===== src/rtl/fifo_example_pkg.sv =====
// Shared types and constants for the example FIFO stack sequencer.
// Holds state encoding, counter widths and a saturating increment helper.
package fifo_example_pkg;

    localparam int CNT_W  = 12;
    localparam int DROP_W = 8;

    localparam logic [1:0] ST_IDLE  = 2'd0;
    localparam logic [1:0] ST_FILL  = 2'd1;
    localparam logic [1:0] ST_RUN   = 2'd2;
    localparam logic [1:0] ST_DRAIN = 2'd3;

    localparam logic [CNT_W-1:0]  CNT_ONE  = 1;
    localparam logic [DROP_W-1:0] DROP_ONE = 1;

    typedef enum logic [1:0] {
        IDLE  = ST_IDLE,
        FILL  = ST_FILL,
        RUN   = ST_RUN,
        DRAIN = ST_DRAIN
    } state_e;

    function automatic logic [DROP_W-1:0] sat_inc(
        input logic [DROP_W-1:0] v
    );
        return (&v) ? v : v + DROP_ONE;
    endfunction

endpackage


===== src/rtl/period_strobe.sv =====
// Wrapping period counter: counts 0..PERIOD-1 while enabled and
// flags a tick on the last count of each period.
module period_strobe
    import fifo_example_pkg::*;
#(
    parameter logic [CNT_W-1:0] PERIOD = 12'd1
) (
    input  logic clk,
    input  logic rst_n,
    input  logic clr_i,
    input  logic en_i,
    output logic tick_o
);

    logic [CNT_W-1:0] cnt_q;
    logic [CNT_W-1:0] cnt_d;

    assign tick_o = en_i & (cnt_q == PERIOD - CNT_ONE);

    always_comb begin
        cnt_d = cnt_q;
        if (clr_i) begin
            cnt_d = '0;
        end else if (en_i) begin
            cnt_d = tick_o ? '0 : cnt_q + CNT_ONE;
        end
    end

    always_ff @(posedge clk or negedge rst_n) begin
        if (!rst_n) begin
            cnt_q <= '0;
        end else begin
            cnt_q <= cnt_d;
        end
    end

endmodule


===== src/rtl/fifo_rw_scheduler.sv =====
// Periodic write/read strobe sequencer with occupancy tracking and
// blocked-event statistics; runs a prefill/run/drain session.
module fifo_rw_scheduler
    import fifo_example_pkg::*;
#(
    parameter logic [CNT_W-1:0] STACK_WIDTH  = 12'd5,
    parameter logic [CNT_W-1:0] WR_EN_PERIOD = 12'd100,
    parameter logic [CNT_W-1:0] RD_EN_PERIOD = 12'd35,
    parameter logic [CNT_W-1:0] PREFILL      = 12'd2
) (
    input  logic              clk,
    input  logic              kill,
    input  logic              start,
    input  logic              stop,
    output logic              wr_en,
    output logic [CNT_W-1:0]  wr_data,
    output logic              rd_en,
    output logic [CNT_W-1:0]  level,
    output logic              full,
    output logic              empty,
    output logic [DROP_W-1:0] wr_drop_cnt,
    output logic [DROP_W-1:0] rd_skip_cnt,
    output logic [1:0]        state,
    output logic              busy
);

    state_e            state_q, state_d;
    logic              wr_en_q, wr_en_d;
    logic              rd_en_q, rd_en_d;
    logic [CNT_W-1:0]  wr_data_q, wr_data_d;
    logic [CNT_W-1:0]  level_q, level_d;
    logic              full_q, full_d;
    logic              empty_q, empty_d;
    logic [DROP_W-1:0] drop_q, drop_d;
    logic [DROP_W-1:0] skip_q, skip_d;
    logic              busy_q, busy_d;

    logic idle;
    logic go;
    logic wr_tick;
    logic rd_tick;
    logic wr_act;
    logic rd_act;
    logic do_wr;
    logic do_rd;

    assign idle   = (state_q == IDLE);
    assign go     = idle & start;
    assign wr_act = (state_q == FILL) | (state_q == RUN);
    assign rd_act = (state_q == RUN) | (state_q == DRAIN);

    // Counters sit cleared in IDLE, so a session always starts at count 0.
    period_strobe #(
        .PERIOD (WR_EN_PERIOD)
    ) u_wr_strobe (
        .clk    (clk),
        .rst_n  (kill),
        .clr_i  (idle),
        .en_i   (~idle),
        .tick_o (wr_tick)
    );

    period_strobe #(
        .PERIOD (RD_EN_PERIOD)
    ) u_rd_strobe (
        .clk    (clk),
        .rst_n  (kill),
        .clr_i  (idle),
        .en_i   (~idle),
        .tick_o (rd_tick)
    );

    // Full/empty gate on the registered flags, i.e. pre-update level.
    assign do_wr = wr_tick & wr_act & ~full_q;
    assign do_rd = rd_tick & rd_act & ~empty_q;

    always_comb begin
        state_d = state_q;
        unique case (state_q)
            IDLE: begin
                if (start) state_d = FILL;
            end
            FILL: begin
                if (stop) begin
                    state_d = DRAIN;
                end else if (level_q >= PREFILL) begin
                    state_d = RUN;
                end
            end
            RUN: begin
                if (stop) state_d = DRAIN;
            end
            DRAIN: begin
                if (level_q == '0 && !rd_en_q) state_d = IDLE;
            end
            default: state_d = IDLE;
        endcase
    end

    always_comb begin
        wr_en_d   = do_wr;
        rd_en_d   = do_rd;
        wr_data_d = wr_en_q ? wr_data_q + CNT_ONE : wr_data_q;
        level_d   = level_q;
        drop_d    = drop_q;
        skip_d    = skip_q;
        unique case ({do_wr, do_rd})
            2'b10:   level_d = level_q + CNT_ONE;
            2'b01:   level_d = level_q - CNT_ONE;
            default: level_d = level_q;
        endcase
        if (wr_tick && wr_act && full_q) begin
            drop_d = sat_inc(drop_q);
        end
        if (rd_tick && (state_q == RUN) && empty_q) begin
            skip_d = sat_inc(skip_q);
        end
        if (go) begin
            wr_data_d = '0;
            level_d   = '0;
            drop_d    = '0;
            skip_d    = '0;
        end
        full_d  = (level_d == STACK_WIDTH);
        empty_d = (level_d == '0);
        busy_d  = (state_d != IDLE);
    end

    always_ff @(posedge clk or negedge kill) begin
        if (!kill) begin
            state_q   <= IDLE;
            wr_en_q   <= 1'b0;
            rd_en_q   <= 1'b0;
            wr_data_q <= '0;
            level_q   <= '0;
            full_q    <= 1'b0;
            empty_q   <= 1'b1;
            drop_q    <= '0;
            skip_q    <= '0;
            busy_q    <= 1'b0;
        end else begin
            state_q   <= state_d;
            wr_en_q   <= wr_en_d;
            rd_en_q   <= rd_en_d;
            wr_data_q <= wr_data_d;
            level_q   <= level_d;
            full_q    <= full_d;
            empty_q   <= empty_d;
            drop_q    <= drop_d;
            skip_q    <= skip_d;
            busy_q    <= busy_d;
        end
    end

    assign wr_en       = wr_en_q;
    assign wr_data     = wr_data_q;
    assign rd_en       = rd_en_q;
    assign level       = level_q;
    assign full        = full_q;
    assign empty       = empty_q;
    assign wr_drop_cnt = drop_q;
    assign rd_skip_cnt = skip_q;
    assign state       = state_q;
    assign busy        = busy_q;

endmodule


===== config.mk =====
export PLATFORM = sky130hd
export DESIGN_NAME = fifo_rw_scheduler
export DESIGN_NICKNAME = d
export VERILOG_FILES = /design/src/rtl/fifo_example_pkg.sv /design/src/rtl/period_strobe.sv /design/src/rtl/fifo_rw_scheduler.sv
export SDC_FILE = /design/constraint.sdc
export NUM_CORES = 1
export LEC_CHECK = 0
export CAP_MARGIN = 15
export CORE_MARGIN = 4
export CORE_UTILIZATION = 50
export DETAILED_ROUTE_END_ITERATION = 10
export PLACE_DENSITY_LB_ADDON = 0.25
export SLEW_MARGIN = 20
export SYNTH_ARGS = -nofsm -noshare
export SYNTH_HDL_FRONTEND = slang
export SYNTH_SLANG_ARGS = --single-unit

===== constraint.sdc =====
create_clock -name clk -period 6.04 [get_ports clk]
set_clock_uncertainty 0.15 [all_clocks]
set_input_delay 1.208 -clock clk [delete_from_list [all_inputs] [get_ports clk]]
set_output_delay 1.208 -clock clk [all_outputs]
set_load 0.02 [all_outputs]

==> impl_results.html <==
<table>
<tr><th>Metric</th><th>Value</th></tr>
<tr><th colspan="2">Power and ir drop</th></tr>
<tr><td>Total leakage power</td><td>2.23 nW</td></tr>
<tr><td>Worst voltage drop across the vdd grid</td><td>157 uV</td></tr>
<tr><td>Power per Cell Area</td><td>246 mW/mm2</td></tr>
<tr><th colspan="2">Synth</th></tr>
<tr><td>Synth top area share</td><td>43.2%</td></tr>
<tr><td>Fraction of the yosys area taken by sequential cells</td><td>43.8%</td></tr>
<tr><td>Top_reg_cell synth</td><td>sky130_fd_sc_hd__dfrtp_1</td></tr>
<tr><td>Synthesized instance count</td><td>425</td></tr>
<tr><td>Netlist Area Pre-Place</td><td>0.00406 mm2</td></tr>
<tr><td>Fraction of registers with async set/reset</td><td>100%</td></tr>
<tr><td>Number of different library cells in the post-synthesis netlist</td><td>60</td></tr>
<tr><td>Number of storage elements in the synthesis netlist</td><td>71</td></tr>
<tr><td>Synth Warn #</td><td>0</td></tr>
<tr><td>Cell type contributing the most total cell area after synthesis</td><td>sky130_fd_sc_hd__dfrtp_1</td></tr>
<tr><td>Mean area per synthesized cell</td><td>9.55 um2</td></tr>
<tr><td>Top post-synthesis cells by area</td><td>sky130_fd_sc_hd__dfrtp_1, sky130_fd_sc_hd__ha_1, sky130_fd_sc_hd__xor2_1</td></tr>
<tr><td>Post-synthesis net count</td><td>452</td></tr>
<tr><td>Number of synthesized flops with an enable pin</td><td>0</td></tr>
<tr><th colspan="2">Job</th></tr>
<tr><td>Total of max-cap violations</td><td>0</td></tr>
<tr><th colspan="2">Final layout</th></tr>
<tr><td>Post-synthesis to final-layout area growth</td><td>20.7%</td></tr>
<tr><td>Post-route cell area</td><td>0.00490 mm2</td></tr>
<tr><td>Net count of the finished layout</td><td>504</td></tr>
<tr><td>Leading cell type in the layout, fill and taps excluded</td><td>sky130_fd_sc_hd__dfrtp_1</td></tr>
<tr><td>Fill cells</td><td>679</td></tr>
<tr><td>Reg area</td><td>0.00178 mm2</td></tr>
<tr><td>Share of layout cells above drive strength 1</td><td>7.26%</td></tr>
<tr><td>Diode insertion count for antenna repair</td><td>0</td></tr>
<tr><td>Area of the multi-input gates</td><td>0.00219 mm2</td></tr>
<tr><td>Leading cell types in the layout, fill and taps excluded</td><td>sky130_fd_sc_hd__dfrtp_1, sky130_fd_sc_hd__nor2_1, sky130_fd_sc_hd__clkdlybuf4s50_1</td></tr>
<tr><th colspan="2">STA</th></tr>
<tr><td>Worst max-slew margin expressed relative to the limit</td><td>35.4%</td></tr>
<tr><td>Endpoints failing setup</td><td>0</td></tr>
<tr><td>Final Hold Viols</td><td>0</td></tr>
<tr><td>Pin slew with the least headroom to its limit</td><td>0.969 ns</td></tr>
<tr><td>Tcrit/Tclk final</td><td>71.5%</td></tr>
<tr><td>Final total negative setup slack</td><td>0 ns</td></tr>
<tr><td>Number of slew-limit violations in the final report</td><td>0</td></tr>
<tr><td>Clock period minus final worst setup slack</td><td>4.32 ns</td></tr>
<tr><td>Smallest setup slack after layout</td><td>1.72 ns</td></tr>
<tr><td>RSZ-0062 raised after global routing</td><td>false</td></tr>
<tr><td>Max frequency</td><td>232 MHz</td></tr>
<tr><th colspan="2">Critical path</th></tr>
<tr><td>Number of cells on the worst reg-to-reg path</td><td>13</td></tr>
<tr><td>Origin of the worst setup path</td><td>state[0]</td></tr>
<tr><td>Crit Path Class</td><td>reg -&gt; reg</td></tr>
<tr><td>R2r startpoint</td><td>state[0]</td></tr>
<tr><td>Kind of capture point of the worst setup path</td><td>flip-flop</td></tr>
<tr><td>Critical-path maximum fanout</td><td>15</td></tr>
<tr><td>WP data arrival</td><td>4.41 ns</td></tr>
<tr><td>CP required</td><td>6.13 ns</td></tr>
<tr><td>Reg-to-reg endpoint</td><td>full</td></tr>
<tr><td>Register-to-register setup slack</td><td>1.72 ns</td></tr>
<tr><td>Worst setup path endpoint</td><td>full</td></tr>
<tr><td>Kind of start point of the critical path</td><td>flip-flop</td></tr>
<tr><th colspan="2">Route</th></tr>
<tr><td>Routed via count divided by cell count</td><td>5.57</td></tr>
<tr><td>WL final</td><td>8.63 mm</td></tr>
<tr><td>Iteration-0 DRC Markers</td><td>141</td></tr>
<tr><td>Total vias in the final route</td><td>3253</td></tr>
<tr><td>Remaining routing DRC violations</td><td>0</td></tr>
<tr><td>Post-DR wirelength/cell</td><td>14.8 um</td></tr>
<tr><td>Total iterations of the first detailed-routing run</td><td>4</td></tr>
<tr><td>Number of nets with antenna violations after detailed routing</td><td>0</td></tr>
<tr><th colspan="2">Clocking</th></tr>
<tr><td>Sinks on the clock net</td><td>71</td></tr>
<tr><td>Post-CTS Resized</td><td>0</td></tr>
<tr><td>Source-to-sink clock delay at the later pin of the worst-skew pair</td><td>0.35 ns</td></tr>
<tr><td>Clock tree from TritonCTS</td><td>yes</td></tr>
<tr><td>H-Tree Depth</td><td>3</td></tr>
<tr><td>CTS root buffer</td><td>sky130_fd_sc_hd__clkbuf_8</td></tr>
<tr><td>Clock transition time at the flip-flop clock pins of the worst setup and hold paths</td><td>0.08 ns</td></tr>
<tr><td>Maximum clock insertion buffer count</td><td>2</td></tr>
<tr><td>Post-CTS setup buffer count</td><td>0</td></tr>
<tr><td>Number of buffers created by CTS</td><td>9</td></tr>
<tr><td>Hold bufs inserted after CTS</td><td>0</td></tr>
<tr><th colspan="2">Place</th></tr>
<tr><td>Last weighted congestion value of the routability-driven placer</td><td>0.945</td></tr>
<tr><td>Input/output buffers</td><td>50</td></tr>
<tr><td>Worst slack at placement</td><td>1.80 ns</td></tr>
<tr><td>Dpl cell area</td><td>0.00465 mm2</td></tr>
<tr><td>Detailed-placement wirelength estimate</td><td>6.10 mm</td></tr>
<tr><th colspan="2">Worst hold path</th></tr>
<tr><td>Min-Delay Path Class</td><td>reg -&gt; reg</td></tr>
<tr><th colspan="2">Floorplan</th></tr>
<tr><td>DIE WIDTH</td><td>98.1 um</td></tr>
<tr><td>Io pins</td><td>51</td></tr>
<tr><td>Area of the die</td><td>0.00962 mm2</td></tr>
<tr><td>Initial Utilization</td><td>52.0%</td></tr>
<tr><td>Row Count</td><td>32</td></tr>
<tr><td>Height of the die</td><td>98.1 um</td></tr>
<tr><td>Core box area</td><td>0.00781 mm2</td></tr>
<tr><th colspan="2">GRT</th></tr>
<tr><td>Global-route wire length before repair</td><td>14.6 mm</td></tr>
<tr><td>Vias in the first global route</td><td>3135</td></tr>
<tr><td>Total track usage</td><td>18.5%</td></tr>
<tr><td>Initial antenna violation count</td><td>0</td></tr>
<tr><td>Largest net degree at the start of global routing</td><td>72</td></tr>
<tr><td>Total overflow reported by the global router</td><td>0</td></tr>
<tr><th colspan="2">Status</th></tr>
<tr><td>Status</td><td>finished, final reports clean</td></tr>
</table>
-- kinds of logic after synthesis --
| logic type | synth area share, % |
|---|---|
| AOI/OAI and AO/OA | 11.2 |
| buffers and inverters | 2.31 |
| and+or+nand+nor | 23.9 |
| adders and majority gates | 7.28 |
| muxes | 1.85 |
| DFF | 43.8 |
| xor gates and xnor gates | 9.71 |
-- cell usage after synthesis (all sizes together), types with 14 or more instances --
library cell and n:
xor2 30, and3 15, dfrtp 70, nand3 20
nor2 69, xnor2 15, o21ai 15, inv 14
nand2 26, nand4 14, ha 22, a21oi 15
-- area by class of cell --
type	count	area share [%]
clock inverter	4	1.56
sequential	71	36.3
multi-input combinational	329	44.6
inverter	14	1.07
tap	102	2.61
clock buffer	12	3.37
timing repair buffer	52	10.4
-- through the flow --
step / utilization, % / cells / hold WS, ns / power, W
after floorplan: - / 425 / 0.305 / 0.000695
after global placement: 59.6 / 568 / 0.317 / 0.000762
after detailed placement: 59.6 / 568 / 0.336 / 0.000769
after CTS: 62.7 / 584 / 0.346 / 0.00122
after global routing: 62.7 / 584 / 0.370 / 0.00127
final: 62.7 / 584 / 0.347 / 0.00121
-- power by group --
part	internal (W)	total, W	leakage [nW]	switching, W
registers	0.000501	0.000531	0.979	0.0000298
logic	0.0000772	0.000228	1.13	0.000151
clock network	0.000267	0.000446	0.119	0.000179
total	0.000845	0.00121	2.23	0.000360
-- registers in the layout, summed over array words and instances, names as in the netlist --
register,flops
rd_en,1
level,12
empty,1
state,2
u_rd_strobe.cnt_q,12
full,1
u_wr_strobe.cnt_q,12
rd_skip_cnt,8
wr_en,1
wr_drop_cnt,8
busy,1
wr_data,12
-- per-layer routing --
metal,share of wire [%],track usage (%),up-vias
met5,0,0,-
met4,0.93,5.86,0
met3,4.0,3.71,7
met2,47,29.8,66
met1,48,25.1,1575
li1,-,-,1605
-- worst max-delay path, stage by stage (launching register included) --
cell and delay (ns):
sky130_fd_sc_hd__dfrtp_1 0.43, sky130_fd_sc_hd__inv_1 0.10, sky130_fd_sc_hd__ha_1 0.28, sky130_fd_sc_hd__nor4_1 0.27, sky130_fd_sc_hd__nand3_1 0.14, sky130_fd_sc_hd__nor3_1 0.28, sky130_fd_sc_hd__ha_1 0.60, sky130_fd_sc_hd__ha_1 0.38
sky130_fd_sc_hd__a211oi_1 0.42, sky130_fd_sc_hd__o21ai_0 0.26, sky130_fd_sc_hd__a21boi_0 0.26, sky130_fd_sc_hd__mux2i_1 0.26, sky130_fd_sc_hd__a31o_2 0.19, sky130_fd_sc_hd__and4bb_1 0.18
-- worst min path at each step --
| stage | startpoint | to | slack, ns | cells after the start |
|---|---|---|---|---|
| global placement | u_wr_strobe.cnt_q[0] | u_wr_strobe.cnt_q[0] | 0.32 | 1 |
| CTS | u_wr_strobe.cnt_q[0] | u_wr_strobe.cnt_q[0] | 0.35 | 1 |
| global route | u_wr_strobe.cnt_q[0] | u_wr_strobe.cnt_q[0] | 0.37 | 1 |
| floorplan | u_wr_strobe.cnt_q[0] | u_wr_strobe.cnt_q[0] | 0.30 | 1 |
| finish | u_wr_strobe.cnt_q[0] | u_wr_strobe.cnt_q[0] | 0.35 | 1 |
| detailed placement | u_wr_strobe.cnt_q[0] | u_wr_strobe.cnt_q[0] | 0.34 | 1 |
Power figures use the tool's default switching activity.
